$ cat src/rtl/bus_arbiter.sv
// bus_arbiter: shares one memory bus between instruction fetch (read-only)
// and load/store. Load/store has priority, a starvation counter lets fetch
// through after STARVE_LIMIT consecutive load/store wins, and a response
// timeout turns a silent bus into an error response. One transaction is
// outstanding at a time: IDLE -> ADDR -> RESP -> IDLE.
module bus_arbiter #(
    parameter  int ADDR_W       = 32,
    parameter  int DATA_W       = 32,
    parameter  int STARVE_LIMIT = 4,
    parameter  int TIMEOUT      = 255,
    localparam int STRB_W       = DATA_W / 8
) (
    input  logic              clock,
    input  logic              reset,
    // instruction fetch requester
    input  logic              if_req_valid,
    output logic              if_req_ready,
    input  logic [ADDR_W-1:0] if_addr,
    output logic              if_resp_valid,
    output logic [DATA_W-1:0] if_resp_data,
    output logic              if_resp_err,
    // load/store requester
    input  logic              ls_req_valid,
    output logic              ls_req_ready,
    input  logic [ADDR_W-1:0] ls_addr,
    input  logic [DATA_W-1:0] ls_wdata,
    input  logic              ls_we,
    input  logic [STRB_W-1:0] ls_strb,
    output logic              ls_resp_valid,
    output logic [DATA_W-1:0] ls_resp_data,
    output logic              ls_resp_err,
    // bus master port
    output logic              bus_valid,
    input  logic              bus_ready,
    output logic [ADDR_W-1:0] bus_addr,
    output logic [DATA_W-1:0] bus_wdata,
    output logic              bus_we,
    output logic [STRB_W-1:0] bus_strb,
    input  logic              bus_resp_valid,
    input  logic [DATA_W-1:0] bus_resp_data,
    input  logic              bus_resp_err,
    output logic              busy
);

    localparam logic [1:0] IDLE = 2'd0;
    localparam logic [1:0] ADDR = 2'd1;
    localparam logic [1:0] RESP = 2'd2;

    localparam logic OWNER_IF = 1'b0;
    localparam logic OWNER_LS = 1'b1;

    localparam int SC_W = (STARVE_LIMIT > 0) ? $clog2(STARVE_LIMIT + 1) : 1;
    localparam int TC_W = (TIMEOUT > 0) ? $clog2(TIMEOUT + 1) : 1;
    localparam logic [SC_W-1:0] STARVE_MAX = SC_W'(STARVE_LIMIT);
    // Last count value in RESP; the timeout fires on the edge that would
    // take tmo_cnt to TIMEOUT.
    localparam logic [TC_W-1:0] TMO_LAST   = TC_W'(TIMEOUT - 1);

    logic [1:0]      state;
    logic            owner;
    logic [SC_W-1:0] starve_cnt;
    logic [TC_W-1:0] tmo_cnt;

    logic force_if;
    logic grant_if;
    logic grant_ls;
    logic resp_done;
    logic resp_timeout;

    // Arbitration and response detection for the current cycle.
    // NOTE: every signal gets a value on every path through always_comb, otherwise a latch is inferred.
    always_comb begin
        // starve_cnt saturates at STARVE_MAX, so equality is the threshold test
        force_if     = (STARVE_LIMIT != 0) && (starve_cnt == STARVE_MAX);
        grant_if     = (state == IDLE) && if_req_valid && (!ls_req_valid || force_if);
        grant_ls     = (state == IDLE) && ls_req_valid && !grant_if;
        // a response is only taken once the request itself has been accepted
        resp_done    = ((state == ADDR) && bus_ready && bus_resp_valid) ||
                       ((state == RESP) && bus_resp_valid);
        resp_timeout = (state == RESP) && !bus_resp_valid && (TIMEOUT != 0) &&
                       (tmo_cnt == TMO_LAST);
    end

    // Request-side handshakes and status; ready is held low while reset is asserted.
    assign if_req_ready = reset && grant_if;
    assign ls_req_ready = reset && grant_ls;
    assign bus_valid    = (state == ADDR);
    assign busy         = (state != IDLE);

    // Transaction FSM: grant, latch request fields, track starvation and timeout.
    // NOTE: sequential state uses non-blocking assignments so every register samples pre-edge values.
    always_ff @(posedge clock or negedge reset) begin
        if (!reset) begin
            state      <= IDLE;
            owner      <= OWNER_IF;
            starve_cnt <= '0;
            tmo_cnt    <= '0;
            bus_addr   <= '0;
            bus_wdata  <= '0;
            bus_we     <= 1'b0;
            bus_strb   <= '0;
        end else begin
            case (state)
                IDLE: begin
                    if (grant_if) begin
                        owner      <= OWNER_IF;
                        bus_addr   <= if_addr;
                        bus_wdata  <= '0;
                        bus_we     <= 1'b0;
                        bus_strb   <= '1;
                        starve_cnt <= '0;
                        state      <= ADDR;
                    end else if (grant_ls) begin
                        owner     <= OWNER_LS;
                        bus_addr  <= ls_addr;
                        bus_wdata <= ls_wdata;
                        bus_we    <= ls_we;
                        bus_strb  <= ls_strb;
                        if (if_req_valid && (starve_cnt != STARVE_MAX))
                            starve_cnt <= starve_cnt + 1'b1;
                        state     <= ADDR;
                    end
                end
                ADDR: begin
                    if (bus_ready) begin
                        tmo_cnt <= '0;
                        state   <= bus_resp_valid ? IDLE : RESP;
                    end
                end
                RESP: begin
                    if (bus_resp_valid || resp_timeout)
                        state <= IDLE;
                    else
                        tmo_cnt <= tmo_cnt + 1'b1;
                end
                default: state <= IDLE;
            endcase
        end
    end

    // Registered one-cycle response pulse routed to the transaction owner.
    always_ff @(posedge clock or negedge reset) begin
        if (!reset) begin
            if_resp_valid <= 1'b0;
            if_resp_data  <= '0;
            if_resp_err   <= 1'b0;
            ls_resp_valid <= 1'b0;
            ls_resp_data  <= '0;
            ls_resp_err   <= 1'b0;
        end else begin
            if_resp_valid <= 1'b0;
            if_resp_err   <= 1'b0;
            ls_resp_valid <= 1'b0;
            ls_resp_err   <= 1'b0;
            if (resp_done || resp_timeout) begin
                if (owner == OWNER_LS) begin
                    ls_resp_valid <= 1'b1;
                    ls_resp_data  <= resp_timeout ? '0 : bus_resp_data;
                    ls_resp_err   <= resp_timeout || bus_resp_err;
                end else begin
                    if_resp_valid <= 1'b1;
                    if_resp_data  <= resp_timeout ? '0 : bus_resp_data;
                    if_resp_err   <= resp_timeout || bus_resp_err;
                end
            end
        end
    end

endmodule
$ cat config.mk
export PLATFORM = sky130hd
export DESIGN_NAME = bus_arbiter
export DESIGN_NICKNAME = d
export VERILOG_FILES = /design/src/rtl/bus_arbiter.sv
export SDC_FILE = /design/constraint.sdc
export NUM_CORES = 1
export LEC_CHECK = 0
export CELL_PAD_IN_SITES_DETAIL_PLACEMENT = 1
export CELL_PAD_IN_SITES_GLOBAL_PLACEMENT = 2
export CORE_ASPECT_RATIO = 0.8
export CORE_MARGIN = 10
export CORE_UTILIZATION = 23
export DETAILED_ROUTE_END_ITERATION = 16
export PLACE_DENSITY = 0.83
export SLEW_MARGIN = 30
export SYNTH_ARGS = -nofsm -noshare
export SYNTH_HDL_FRONTEND = slang
export SYNTH_SLANG_ARGS = --single-unit
$ cat constraint.sdc
create_clock -name clock -period 1.5 [get_ports clock]
set_input_delay 0.15 -clock clock [delete_from_list [all_inputs] [get_ports clock]]
set_output_delay 0.15 -clock clock [all_outputs]
set_load 0.05 [all_outputs]
* Word-level counts from Yosys, hierarchy flattened
Index checks and enable logic that the tools add are counted.
** Cells by class
- Add/sub/neg operators :: 2
- Equality and inequality tests :: 9
- Muxes and demuxes :: 31
- Bitwise logic cells :: 1
- Reduce and logical (&&, ||, !) cells :: 31
** Operators by type and width (count)
- two-way mux 32 bit :: 5
- two-way mux 8 bit :: 2
- one-hot mux 8 bit (2 select lines) :: 1
- logical AND 1 bit :: 12
- two-way mux 1 bit :: 12
- two-way mux 2 bit :: 5
- two-way mux 3 bit :: 3
- AND reduction 3 bit :: 3
- adder 8 x 1 -> 8 bit, second input constant :: 1
- == test 8 bit, second input constant :: 1
- two-way mux 4 bit :: 2
- nonzero test 2 bit :: 4
- != test 3 bit, second input constant :: 2
- one-hot mux 2 bit (3 select lines) :: 1
- AND reduction 2 bit :: 3
- logical OR 1 bit :: 5
- != test 2 x 1 -> 1 bit, second input constant :: 2
- adder 3 x 1 -> 3 bit, second input constant :: 1
- == test 3 bit, second input constant :: 1
- zero test 1 bit :: 3
- == test 2 x 1 -> 1 bit, second input constant :: 1
- == test 2 bit, second input constant :: 1
- zero test 2 bit :: 1
- != test 2 bit, second input constant :: 1
- NOT 1 bit :: 1
** Word-level totals
- Register bits :: 151
- Bits of input ports :: 140
- Output and inout port bits :: 141
- Logic and storage cells :: 88

* Logic depth before layout (Yosys ltp)
- Depth in word-level cells :: 8
- Depth in mapped cells :: 8
- Depth with buffers taken out :: 6

* Worst setup path before layout
Ideal clock, no wire load.
- Kind :: flip-flop to output port
- Start :: register starve_cnt[0]
- End :: output ls_req_ready
- Arrival :: 1756 ps
- Data required time :: 1350 ps
- Path slack :: -406 ps
- Stages on the path, launching flop included :: 8
- Buffers on the path :: 1
- Cell sequence :: dfrtp_1 -> inv_1 -> ha_1 -> a21boi_2 -> nor2_8 -> nor2_2 -> buf_2 -> and2_1
** Between the ends
- Word-level cells in the longest chain between the ends :: 6
** RTL lines
- start: declaration :: RTL line 61 : logic [SC_W-1:0] starve_cnt;
- start signal: assignment :: RTL line 120 : starve_cnt <= starve_cnt + 1'b1;
- == test 3 bit :: RTL line 74 : force_if = (STARVE_LIMIT != 0) && (starve_cnt == STARVE_MAX);
- logical OR 1 bit :: RTL line 75 : grant_if = (state == IDLE) && if_req_valid && (!ls_req_valid || force_if);
- logical AND 1 bit :: RTL line 75
- zero test 1 bit :: RTL line 76 : grant_ls = (state == IDLE) && ls_req_valid && !grant_if;
- logical AND 1 bit :: RTL line 76
- logical AND 1 bit :: RTL line 86 : assign ls_req_ready = reset && grant_ls;
- end: declaration :: RTL line 24 : output logic ls_req_ready,
Every way passes these cells.

* Final worst setup path
- Start :: register state[0]
- End :: output if_req_ready
** Between the ends
- Word-level cells in the longest chain between the ends :: 4
** RTL lines
- start: declaration :: RTL line 59 : logic [1:0] state;
- start signal: assignment :: RTL line 127 : state <= bus_resp_valid ? IDLE : RESP;
- zero test 2 bit :: RTL line 75
- logical AND 1 bit (2 in series) :: RTL line 75
- logical AND 1 bit :: RTL line 85 : assign if_req_ready = reset && grant_if;
- end: declaration :: RTL line 17 : output logic if_req_ready,
Every way passes these cells.

==> flow_summary.rst <==
.. list-table::
   :header-rows: 1

   * - Metric
     - Value
   * - Async set or reset register ratio after synthesis
     - 100%
   * - Ratio of cells with drive above 1 in the final layout
     - 42.1%
   * - Buffers added on ports
     - 280
   * - Number of antenna violations at the first check in global routing
     - 2
   * - Critical path fanouts, max
     - 3
   * - Final setup violating endpoints
     - 142
   * - Flops & latches, synth
     - 151
   * - Terminating pin of the worst hold path
     - bus_addr[30]
   * - WP buf/inv
     - 2
   * - Sequential-to-total area share from yosys stat
     - 62.5%
   * - Nets in the synthesized netlist
     - 633
   * - Post-Place Cells
     - 1138
   * - Length of routed met2 wiring
     - 13.0 mm
   * - Maximum number of pins on one net before global-route repair
     - 61
   * - Wl on met1
     - 11.8 mm
   * - Antenna viol nets, final
     - 0
   * - Total congestion overflow
     - 0
   * - Arrival @ worst endpoint
     - 1.81 ns
   * - Clock transition at the registers of the reported paths
     - 0.08 ns
   * - H-tree depth
     - 4
   * - Setup slack on the worst flop-to-flop path
     - -0.43 ns
   * - Vias
     - 5507
   * - Effective utilization at floorplan
     - 23.6%
   * - Relative slew slack
     - 66.6%
   * - Clock tree skew after final layout
     - 0.0127 ns
   * - Time the final worst path needs with I/O delays and setup
     - 1.96 ns
   * - Count of non-filler cells in the finished layout
     - 1230
   * - Critical Path, Cell by Cell
     - or3b_4 -> nor2_8 -> buf_8 -> and2_4 -> buf_12
   * - Max Clock Freq
     - 511 MHz
   * - Worst reg2reg path depth
     - 10
   * - Sink Count
     - 151
   * - Wire length per cell after detailed routing
     - 21.6 µm
   * - Startpoint Class
     - flop
   * - Cell depth of the worst hold path
     - 3
   * - Count of final hold-check violations
     - 0
   * - Aggregate global-route resource usage
     - 15.4%
   * - IO Pins
     - 281
   * - Worst Hold Class
     - input pin to flop
   * - Required time worst endpoint
     - 1.35 ns
   * - Routability cong.
     - 0.768
   * - Via count of the first global-routing pass
     - 6167
   * - Dpl hpwl
     - 17.4 mm
   * - Number of distinct library cell variants in the gate-level netlist after synthesis
     - 44
   * - Worst reg2reg endpoint
     - bus_addr[6]
   * - Die span in x
     - 201 µm
   * - Failing checks
     - setup timing
   * - Type of element capturing the critical path
     - output pin
   * - Dominant synthesized flop cell
     - dfrtp_1
   * - Slew at the pin closest to its max-slew limit
     - 0.502 ns
   * - Die H
     - 165 µm
   * - Critical-path top delay cell
     - or3b_4
   * - Origin of the worst min-delay path
     - ls_addr[30]
   * - Die Area
     - 33200 µm²
   * - Largest delay contributor family on the critical path
     - simple AND/OR/NAND/NOR gates
   * - Kind of critical path
     - flop to output pin
   * - Total number of yosys warnings
     - 0
   * - Total power
     - 27.6 mW
   * - Total length of routed wires
     - 26.6 mm
   * - Placed standard-cell area
     - 9330 µm²
   * - Launch instance of the worst register-to-register path
     - starve_cnt[0]
   * - Slowest stage delay, CP
     - 0.44 ns
   * - Core Area
     - 25600 µm²
   * - Top-area cell type share of the netlist area
     - 62.5%
   * - Ant. Diodes
     - 0
   * - Number of synthesized flops with an enable pin
     - 0
   * - Post-synthesis average cell area
     - 12.4 µm²
   * - RSZ-0062 raised after global routing
     - true
   * - Status
     - complete, but fails checks
   * - Area growth from synthesis to layout
     - 86.9%
   * - First-pass GRT wire length
     - 39.2 mm
   * - Maximum resistive drop on vdd
     - 1.44 mV
   * - Smallest setup slack after layout
     - -0.458 ns
   * - Final Core Density
     - 44.2%
   * - P_leak
     - 5.33 nW
   * - Cells after Synth
     - 489
   * - Share of the clock period used by the worst path after layout
     - 131%
   * - Final slew viol count
     - 0
   * - Maximum count of clock buffers along a single path
     - 2
   * - Number of remaining DRC errors
     - 0
   * - # Max-Cap Violations
     - 0
   * - TritonCTS clock tree
     - built
   * - Highest routing layer actually used
     - met5
   * - Number of buffers added by the clock tree synthesis step
     - 17
   * - Top cells by instance count after synthesis
     - 151 x dfrtp_1, 86 x a22o_1, 39 x inv_1
   * - Summed instance area of the synthesized netlist
     - 6050 µm²
   * - Site Rows
     - 52
   * - P per Cell Area
     - 2440 nW/µm²
   * - Minimum setup slack after placement
     - -0.389 ns
   * - Yosys top cell by area
     - dfrtp_1
   * - CTS Root Cell
     - clkbuf_16
   * - Total length of routed met3 wires
     - 1.65 mm
   * - Filler Cell Count
     - 2712
   * - Count of routing violations after the opening detailed-route iteration
     - 236
   * - Via density
     - 4.48
   * - Detailed Routing Iterations Pass 1
     - 4
   * - Area of all placed cells without fillers
     - 11300 µm²
   * - Leading cell types by total area after synthesis
     - dfrtp_1 62%, a22o_1 12%, a22oi_1 4.0%, inv_1 2.4%, nand2_1 2.4%
   * - Skew-Pair Late Insertion Delay
     - 0.42 ns
   * - Library cell with the highest instance count after synthesis
     - dfrtp_1
   * - Net count reported at finish
     - 1010
-- how the worst max path moves through the flow --
stage | slack (ns) | startpoint | depth (start not counted) | endpoint
after CTS | -0.50 | state[0] | 5 | if_req_ready
after detailed placement | -0.39 | if_req_valid | 6 | bus_addr[23]
after global placement | -0.35 | if_req_valid | 6 | bus_strb[3]
after global routing | -0.52 | state[0] | 5 | if_req_ready
after floorplan | -0.12 | state[1] | 7 | bus_addr[10]
final | -0.46 | state[0] | 5 | if_req_ready
-- placed cells by master (no fill, tap or decap), types with 3 or more instances in the layout --
master,Yosys,final
a21oi_1,13,10
a21oi_2,0,3
a22o_1,86,86
a22oi_1,32,16
a22oi_2,0,16
and2_4,0,5
buf_12,0,23
buf_16,0,13
buf_4,3,179
buf_6,11,22
buf_8,0,7
bufbuf_16,0,3
clkbuf_16,0,21
clkdlybuf4s50_1,0,138
dfrtp_1,151,150
inv_1,39,35
inv_2,0,3
inv_6,0,5
inv_8,0,4
mux2i_1,3,3
nand2_1,38,35
nand2_2,0,3
nand4_1,3,3
nor2_1,5,4
o21ai_0,10,5
o21ai_1,20,4
o21ai_2,11,30
o22a_1,4,4
-- sequential cells by signal (all words and copies together), names as in the netlist --
name	cells
if_resp_valid	1
if_resp_err	1
starve_cnt	3
bus_wdata	32
tmo_cnt	8
owner	1
bus_addr	32
ls_resp_valid	1
ls_resp_data	32
state	2
ls_resp_err	1
bus_strb	4
bus_we	1
if_resp_data	32
-- power breakdown --
| group | internal (mW) | total [mW] | leakage, nW | switching (mW) |
|---|---|---|---|---|
| clock | 2.54 | 4.55 | 0.303 | 2.01 |
| combinational | 6.30 | 16.1 | 3.12 | 9.77 |
| sequential | 5.82 | 6.99 | 1.91 | 1.18 |
-- through the flow --
step	hold WS, ns	setup TNS [ns]
after floorplan	-0.146	-11.45
after global routing	0.257	-54.36
final	0.271	-44.69
after detailed placement	0.0396	-39.37
after global placement	0.0442	-36.56
after CTS	0.240	-42.75
-- kinds of logic after synthesis --
family                     count (synthesis)  synth area share, %
AOI/OAI and AO/OA                        186                 23.7
xor gates and xnor gates                   2                0.290
adders and majority gates                  4                0.828
buffers and inverters                     73                 6.33
DFF                                      151                 62.5
muxes                                      3                0.497
and+or+nand+nor                           70                 5.90
-- worst reg2reg max path: cells and delay by family, from the launching register on --
kind	cells	cell delay, ns
AOI/OAI and AO/OA	2	0.34
adders and majority gates	1	0.16
DFF	1	0.37
buffers and inverters	5	0.61
and+or+nand+nor	2	0.37
-- layer usage --
metal	GRT usage [%]	vias to the layer above
met1	18.9	2798
met5	0	-
met2	26.0	149
met3	5.01	13
met4	3.00	4
li1	-	2543
-- area by class of cell --
type / instances / area, µm² / area share, %
flip-flops and latches: 151 / 3780 / 33.4
repair buffers: 390 / 4100 / 36.3
clock buffers: 17 / 425 / 3.76
well taps: 351 / 439 / 3.88
clock inverters: 15 / 184 / 1.63
multi-input cells: 267 / 2220 / 19.7
inverters: 39 / 149 / 1.32
-- timing repair --
action,CTS,global route
hold endpoints to repair,119,0
pin swaps,56,54
setup endpoints to repair,137,150
resized for setup,71,59
buffers inserted,25,15
gates cloned,20,5
hold buffers,2,0
Note: power is estimated with default switching activity, not from simulation.
